==> config.mk <==
export PLATFORM = sky130hd
export DESIGN_NAME = bounce_gen
export DESIGN_NICKNAME = d
export VERILOG_FILES = /design/src/rtl/bounce_gen.sv
export SDC_FILE = /design/constraint.sdc
export NUM_CORES = 1
export LEC_CHECK = 0
export CORE_UTILIZATION = 55
export DETAILED_ROUTE_END_ITERATION = 16
export PLACE_DENSITY = 0.84
export SLEW_MARGIN = 20
export SYNTH_ARGS = -nofsm -noshare
export SYNTH_HDL_FRONTEND = slang
export SYNTH_SLANG_ARGS = --single-unit
==> constraint.sdc <==
create_clock -name clk -period 2.75 [get_ports clk]
set_clock_uncertainty 0.2 [all_clocks]
set_input_delay 0.55 -clock clk [delete_from_list [all_inputs] [get_ports clk]]
set_output_delay 0.55 -clock clk [all_outputs]
set_load 0.005 [all_outputs]
==> src/rtl/bounce_gen.sv <==
// Mechanical-switch emulator: takes level commands over valid/ready and drives a
// registered button pin with LFSR-timed contact bounce before settling.
module bounce_gen #(
  parameter int          CLK_FREQ    = 50_000_000,
  parameter int          SETTLE_MS   = 20,
  parameter int          NUM_BOUNCES = 4,
  parameter int          GLITCH_BITS = 12,
  parameter logic [15:0] LFSR_SEED   = 16'hACE1,
  parameter logic        IDLE_LEVEL  = 1'b0
) (
  input  logic clk,
  input  logic rst_n,
  input  logic cmd_valid,
  input  logic cmd_level,
  output logic cmd_ready,
  output logic btn_out,
  output logic busy,
  output logic done
);

  localparam int SETTLE_CYCLES = (CLK_FREQ / 1000) * SETTLE_MS;
  localparam int SEG_TOTAL     = 2 * NUM_BOUNCES;
  localparam int IDX_W         = ($clog2(SEG_TOTAL + 1) < 1) ? 1 : $clog2(SEG_TOTAL + 1);
  localparam int SET_W         = ($clog2(SETTLE_CYCLES + 1) < 1) ? 1 : $clog2(SETTLE_CYCLES + 1);
  localparam int CNT_W         = GLITCH_BITS + 1;

  localparam logic [15:0]      SEED_EFF    = (LFSR_SEED == 16'h0000) ? 16'h0001 : LFSR_SEED;
  localparam logic [SET_W-1:0] SETTLE_LAST = SET_W'((SETTLE_CYCLES == 0) ? 0 : SETTLE_CYCLES - 1);
  localparam logic [IDX_W-1:0] IDX_LAST    = IDX_W'(SEG_TOTAL);

  typedef enum logic [1:0] {
    IDLE   = 2'd0,
    BOUNCE = 2'd1,
    SETTLE = 2'd2
  } state_t;

  // 16-bit Galois LFSR, right shift, taps 0xB400; nonzero states never reach 0.
  function automatic logic [15:0] lfsr_step(input logic [15:0] v);
    lfsr_step = {1'b0, v[15:1]} ^ (v[0] ? 16'hB400 : 16'h0000);
  endfunction

  state_t           state_q, state_nxt;
  logic             btn_q, btn_nxt;
  logic             done_q, done_nxt;
  logic             target_q, target_nxt;
  logic [IDX_W-1:0] n_seg_q, n_seg_nxt;
  logic [IDX_W-1:0] seg_idx_q, seg_idx_nxt;
  logic [CNT_W-1:0] seg_cnt_q, seg_cnt_nxt;
  logic [SET_W-1:0] set_cnt_q, set_cnt_nxt;
  logic [15:0]      lfsr_q, lfsr_nxt;

  assign cmd_ready = (state_q == IDLE);
  assign busy      = ~cmd_ready;
  assign btn_out   = btn_q;
  assign done      = done_q;

  always_ff @(posedge clk or negedge rst_n) begin
    if (!rst_n) begin
      state_q <= IDLE;
    end else begin
      state_q <= state_nxt;
    end
  end

  always_ff @(posedge clk or negedge rst_n) begin
    if (!rst_n) begin
      btn_q     <= IDLE_LEVEL;
      done_q    <= 1'b0;
      target_q  <= IDLE_LEVEL;
      n_seg_q   <= '0;
      seg_idx_q <= '0;
      seg_cnt_q <= '0;
      set_cnt_q <= '0;
      lfsr_q    <= SEED_EFF;
    end else begin
      btn_q     <= btn_nxt;
      done_q    <= done_nxt;
      target_q  <= target_nxt;
      n_seg_q   <= n_seg_nxt;
      seg_idx_q <= seg_idx_nxt;
      seg_cnt_q <= seg_cnt_nxt;
      set_cnt_q <= set_cnt_nxt;
      lfsr_q    <= lfsr_nxt;
    end
  end

  always_comb begin
    state_nxt   = state_q;
    btn_nxt     = btn_q;
    done_nxt    = 1'b0;
    target_nxt  = target_q;
    n_seg_nxt   = n_seg_q;
    seg_idx_nxt = seg_idx_q;
    seg_cnt_nxt = seg_cnt_q;
    set_cnt_nxt = set_cnt_q;
    lfsr_nxt    = lfsr_q;

    case (state_q)
      IDLE: begin
        if (cmd_valid) begin
          // An unchanged level gets zero segments, so the pin settles on the next edge.
          target_nxt  = cmd_level;
          n_seg_nxt   = (cmd_level != btn_q) ? IDX_LAST : '0;
          seg_idx_nxt = '0;
          seg_cnt_nxt = '0;
          set_cnt_nxt = '0;
          state_nxt   = BOUNCE;
        end
      end

      BOUNCE: begin
        if (seg_cnt_q != '0) begin
          seg_cnt_nxt = seg_cnt_q - CNT_W'(1);
        end else if (seg_idx_q == n_seg_q) begin
          btn_nxt = target_q;
          if (SETTLE_CYCLES == 0) begin
            state_nxt = IDLE;
            done_nxt  = 1'b1;
          end else begin
            state_nxt   = SETTLE;
            set_cnt_nxt = '0;
          end
        end else begin
          // Load a segment: counter holds the remaining cycles after this edge.
          btn_nxt     = seg_idx_q[0] ? ~target_q : target_q;
          seg_cnt_nxt = {1'b0, lfsr_q[GLITCH_BITS-1:0]};
          lfsr_nxt    = lfsr_step(lfsr_q);
          seg_idx_nxt = seg_idx_q + IDX_W'(1);
        end
      end

      SETTLE: begin
        if (set_cnt_q == SETTLE_LAST) begin
          state_nxt   = IDLE;
          done_nxt    = 1'b1;
          set_cnt_nxt = '0;
        end else begin
          set_cnt_nxt = set_cnt_q + SET_W'(1);
        end
      end

      default: begin
        state_nxt = IDLE;
      end
    endcase
  end

endmodule
======== Yosys cells after proc, flatten, opt, wreduce, memory -nomap -nowiden ========
Index checks and enable logic that the tools add are counted.
cells by class
  bitwise logic cells ..................... 5
  reduce and logical (&&, ||, !) cells .... 11
  add/subtract/negate cells ............... 3
  equal/unequal tests ..................... 11
  mux-type cells .......................... 24
operators with widths
  kind                                                                   count
  20-bit 2-to-1 mux                                                      4
  20-bit one-hot mux with 3 select lines                                 1
  13-bit 2-to-1 mux                                                      3
  13-bit one-hot mux with 2 select lines                                 1
  20-bit by 1-bit adder with 20-bit output (second input constant)       1
  20-bit equality test (second input constant)                           1
  16-bit 2-to-1 mux                                                      1
  4-bit 2-to-1 mux                                                       4
  15-bit by 16-bit bitwise XOR with 16-bit output                        1
  13-bit nonzero test                                                    1
  13-bit by 1-bit subtractor with 13-bit output (second input constant)  1
  4-bit AND reduction                                                    3
  2-bit != test (second input constant)                                  5
  2-bit 2-to-1 mux                                                       4
  4-bit one-hot mux with 2 select lines                                  1
  2-bit one-hot mux with 3 select lines                                  1
  3-bit AND reduction                                                    2
  4-bit by 1-bit adder with 4-bit output (second input constant)         1
  4-bit equality test                                                    1
  1-bit 2-to-1 mux                                                       4
  1-bit NOT                                                              4
  2-bit AND reduction                                                    2
  3-bit != test (second input constant)                                  1
  3-bit nonzero test                                                     1
  other kinds (5)                                                        5
word-level totals
  output and inout bits ................... 4
  input port bits ......................... 4
  register bits ........................... 62

======== Logic depth before layout (Yosys ltp) ========
  depth after elaboration ................. 4
  mapped depth ............................ 9

======== Worst setup path after synthesis ========
Ideal clock, no wire load.
  path kind ............................... reg-to-reg
  start ................................... reg seg_cnt_q[0]
  end ..................................... reg lfsr_q[1]
  cell stages (with the launch flop) ...... 9
  required time ........................... 2.425 ns
  buffers on the path ..................... 2
  data arrival time ....................... 2.303 ns
  clock period less this slack ............ 2.628 ns
  path slack .............................. 0.122 ns
  cell sequence ........................... dfrtp_1 -> inv_1 -> ha_1 -> or4b_1 -> nor4_4 -> buf_4 -> and2_1 -> buf_4 -> mux2_2
between the ends
  cells in the longest elaborated chain, start to end .. 3
ends and longest elaborated chain
  element                               line  text
  start, declared                       48    logic [CNT_W-1:0] seg_cnt_q, seg_cnt_nxt;
  start signal, assigned                81    seg_cnt_q <= seg_cnt_nxt;
  13-bit nonzero test                   112   if (seg_cnt_q != '0) begin
  1-bit NOT (no source line)            -
  3-bit AND reduction (no source line)  -
  end signal, assigned                  83    lfsr_q <= lfsr_nxt;
  end, declared                         50    logic [15:0] lfsr_q, lfsr_nxt;
No other way between the ends.
A chain may end at the register's enable or synchronous reset.

======== Final worst setup path ========
  start ................................... reg seg_cnt_q[1]
  end ..................................... reg lfsr_q[1]
The elaborated chain is that of the path after synthesis.

==> run_results.csv <==
group,metric,value,unit
sta,tns,0,ps
clock_network,cts_sinks,59,
global_routing,gr-usage-all-layers,25.04,%
drt,wl,7356,um
power_and_ir_drop,p_per_area,944.6,nW/um^2
power_and_ir_drop,clockPowerShare,28.9,%
synthesis,ys_types,49,
sta,fmax,370.6,MHz
final_layout,layout_commonest_cell,"dfrtp_1",
synthesis,synth_mux_area_share,6.804,%
hold_path,worstHoldPathType,"input port to async pin",
die,dieHeight,77.17,um
drt,drt_iter0_markers,236,
synthesis,ys_ff_latch,59,
final_layout,drive_gt1_share,22.88,%
clock_network,clock_path_buffers,2,
final_layout,fin_util,68.52,%
setup_path,slowest_stage,"or4b_4",
global_routing,grt_antenna_before_repair,0,
final_layout,syn_to_final_growth,20.65,%
power_and_ir_drop,internal_power,2312,uW
drt,vias_per_cell,6.258,
sta,relSlewSlack,51.79,%
sta,fin_crit,2698,ps
die,core_area,5473,sq um
global_routing,overflow,0,
power_and_ir_drop,p_sw,1230,uW
synthesis,yosys.area_share.xor_xnor,1.973,%
power_and_ir_drop,power_frac_seq,41.4,%
setup_path,crit_fanout,9,
synthesis,syn_nets,326,
final_layout,antenna_cells,0,
setup_path,critical-path-top-delay-family,"simple AND/OR/NAND/NOR gates",
placement,port_buffers,7,
clock_network,cts_buffers,9,
setup_path,crit_start,"seg_cnt_q[1]$_DFFE_PN0P_",
clock_network,cts.htree.levels,3,
placement,pre_cts_ws,-102.3,ps
synthesis,async_reset_ff_share,100.0,%
setup_path,crit_path_end_kind,"flip-flop",
global_routing,grt_max_degree,35,
clock_network,clk_pin_slew,70,ps
drt,antenna_left,0,
final_layout,final_cell_mix,"dfrtp_1, o21ai_0, a21oi_1, nor2_1, buf_4",
global_routing,grt_pass1_vias,2430,
power_and_ir_drop,comb_power_share,29.7,%
synthesis,synthTopCellsByArea,"dfrtp_1, dfstp_2, mux2_2, o21ai_0, a21oi_1",
die,initial_core_util,56.79,%
clock_network,root_buffer,"clkbuf_8",
setup_path,reg2regPathDepth,8,
placement,place_hpwl,4649,um
die,fp-row-count,27,
die,die_w,77.17,um
sta,tightest_slew,723.1,ps
run_status,status,"finished clean",
setup_path,crit_required,2770,ps
setup_path,r2r-end,"lfsr_q[1]$_DFFE_PN0P_",
synthesis,ys_seq_area_share,47.83,%
setup_path,crit_type,"flip-flop to flip-flop",
setup_path,reg2reg_from,"seg_cnt_q[1]$_DFFE_PN0P_",
power_and_ir_drop,swShare,34.74,%
clock_network,cts_tree,"built",
die,pin_count,8,
synthesis,synthFlopType,"dfrtp_1",
drt,num_vias,2666,
synthesis,synth_simple_gate_area_share,18.68,%
drt,first_pass_iters,5,
synthesis,synth_top_family_by_area,"compound AO/OA/AOI/OAI gates",
synthesis,synth_edf_count,0,
sta,setup_viol_count_final,0,
synthesis,avgSynthCellArea,9.804,sq um
setup_path,critPathLaunchType,"flip-flop",
clock_network,insertion_delay,340,ps
synthesis,synth_fa_ha_area_share,2.013,%
power_and_ir_drop,max-vdd-ir-drop,0.4398,mV
clock_network,cts_hold_buf,0,
die,dieArea,5955,sq um
synthesis,synth_compound_area_share,19.32,%
synthesis,ys_warn_count,0,
sta,maxSlewViolCount,0,
sta,hold_viol_final,0,
run,cap_violations,0,
synthesis,synth_area,3108,sq um
final_layout,fin_nets,358,
setup_path,critPathArrivalTime,2720,ps
setup_path,slowest_delay,490,ps
sta,setup_slack,51.61,ps
sta,period_share,98.12,%
setup_path,crit_chain,"inv_1 > ha_1 > or4b_4 > nor4_4 > buf_4 > and2_4 > buf_12 > mux2_2",
global_routing,grt_first_pass_wirelength,11530,um
setup_path,path_buf_inv,3,
drt,wl_per_cell,17.27,um
synthesis,synthCells,317,
power_and_ir_drop,p_leak,0.001549,uW
setup_path,r2r_slack,50,ps
synthesis,yosysTopAreaCell,"dfrtp_1",
drt,drcViolationCount,0,
placement,gp_congestion,0.8472,
synthesis,synth_top_cell_area_share,41.06,%
## per-stage QoR
stage	area, sq um	std cells	hold WS [ps]	power (uW)
floorplan	3108	317	54.41	2061
global placement	3376	401	283.4	2354
detailed placement	3376	401	281.4	2422
CTS	3640	417	26.62	3458
global route	3750	426	60.47	3731
finish	3750	426	15.00	3542
## layer usage
metal  track usage (%)  share of wire, %  up-vias
li1                  -                 -     1241
met1             33.59                45     1294
met2             38.76                47       98
met3             4.643               4.5       33
met4             12.64               3.2        0
met5                 0                 0        -
## worst max-delay path by stage
stage                     depth (start not counted)                         to
after floorplan                                   8      lfsr_q[1]$_DFFE_PN0P_
after global placement                            7  set_cnt_q[10]$_DFFE_PN0P_
after detailed placement                          7  set_cnt_q[14]$_DFFE_PN0P_
after CTS                                         6      lfsr_q[1]$_DFFE_PN0P_
after global routing                              8      lfsr_q[9]$_DFFE_PN0P_
final                                             8      lfsr_q[1]$_DFFE_PN0P_
## what timing repair did
action | 4_1_cts | 5_1_grt
gates resized for setup | 1 | 6
pin swaps | 1 | 2
cloned | 0 | 2
setup endpoints to repair | 6 | 12
setup buffers | 0 | 7
## synth_stat cells (all sizes together) (6+ instances only)
cell and instances:
dfrtp 51, o21ai 30, a21oi 27, nor2 25, nand2 18, mux2 17
a31oi 10, inv 10, clkbuf 8, dfstp 8, nand3 8, nand4 8
or4 7, xnor2 7, buf 6, nor4 6, o31ai 6
## kinds of logic (layout without fill, tap and decap cells)
group,Yosys count,count (layout)
AOI/OAI and AO/OA,98,99
xor gates and xnor gates,7,7
adders and majority gates,5,5
buffers and inverters,24,60
DFF,59,59
muxes,19,19
and+or+nand+nor,105,105
## worst reg2reg max path, cell delays in order, from the launching register on
cell and delay [ps]:
dfrtp_1 410, inv_1 100, ha_1 150, or4b_4 490, nor4_4 360, buf_4 190
and2_4 190, buf_12 140, mux2_2 340
## sequential cells by signal, summed over array words and instances (netlist names)
register	count
target_q	1
seg_idx_q	4
state_q	2
done	1
lfsr_q	16
n_seg_q	1
seg_cnt_q	13
btn_out	1
set_cnt_q	20
## power by group through the flow
stage	clock network (uW)	registers (uW)	logic (uW)
after floorplan	0	1380	679
after global placement	0	1440	915
after detailed placement	0	1460	961
after CTS	1030	1450	978
after global routing	1070	1500	1160
final	1020	1470	1050
## cell type report
type | count | area, sq um
repair buffers | 34 | 322.8
clock buffers | 12 | 165.2
multi-input cells | 235 | 1553
well taps | 72 | 90.09
flip-flops and latches | 59 | 1486
clock inverters | 4 | 95.09
inverters | 10 | 37.54
fillers | 377 | 1723
Note: power is estimated with default switching activity, not from simulation.
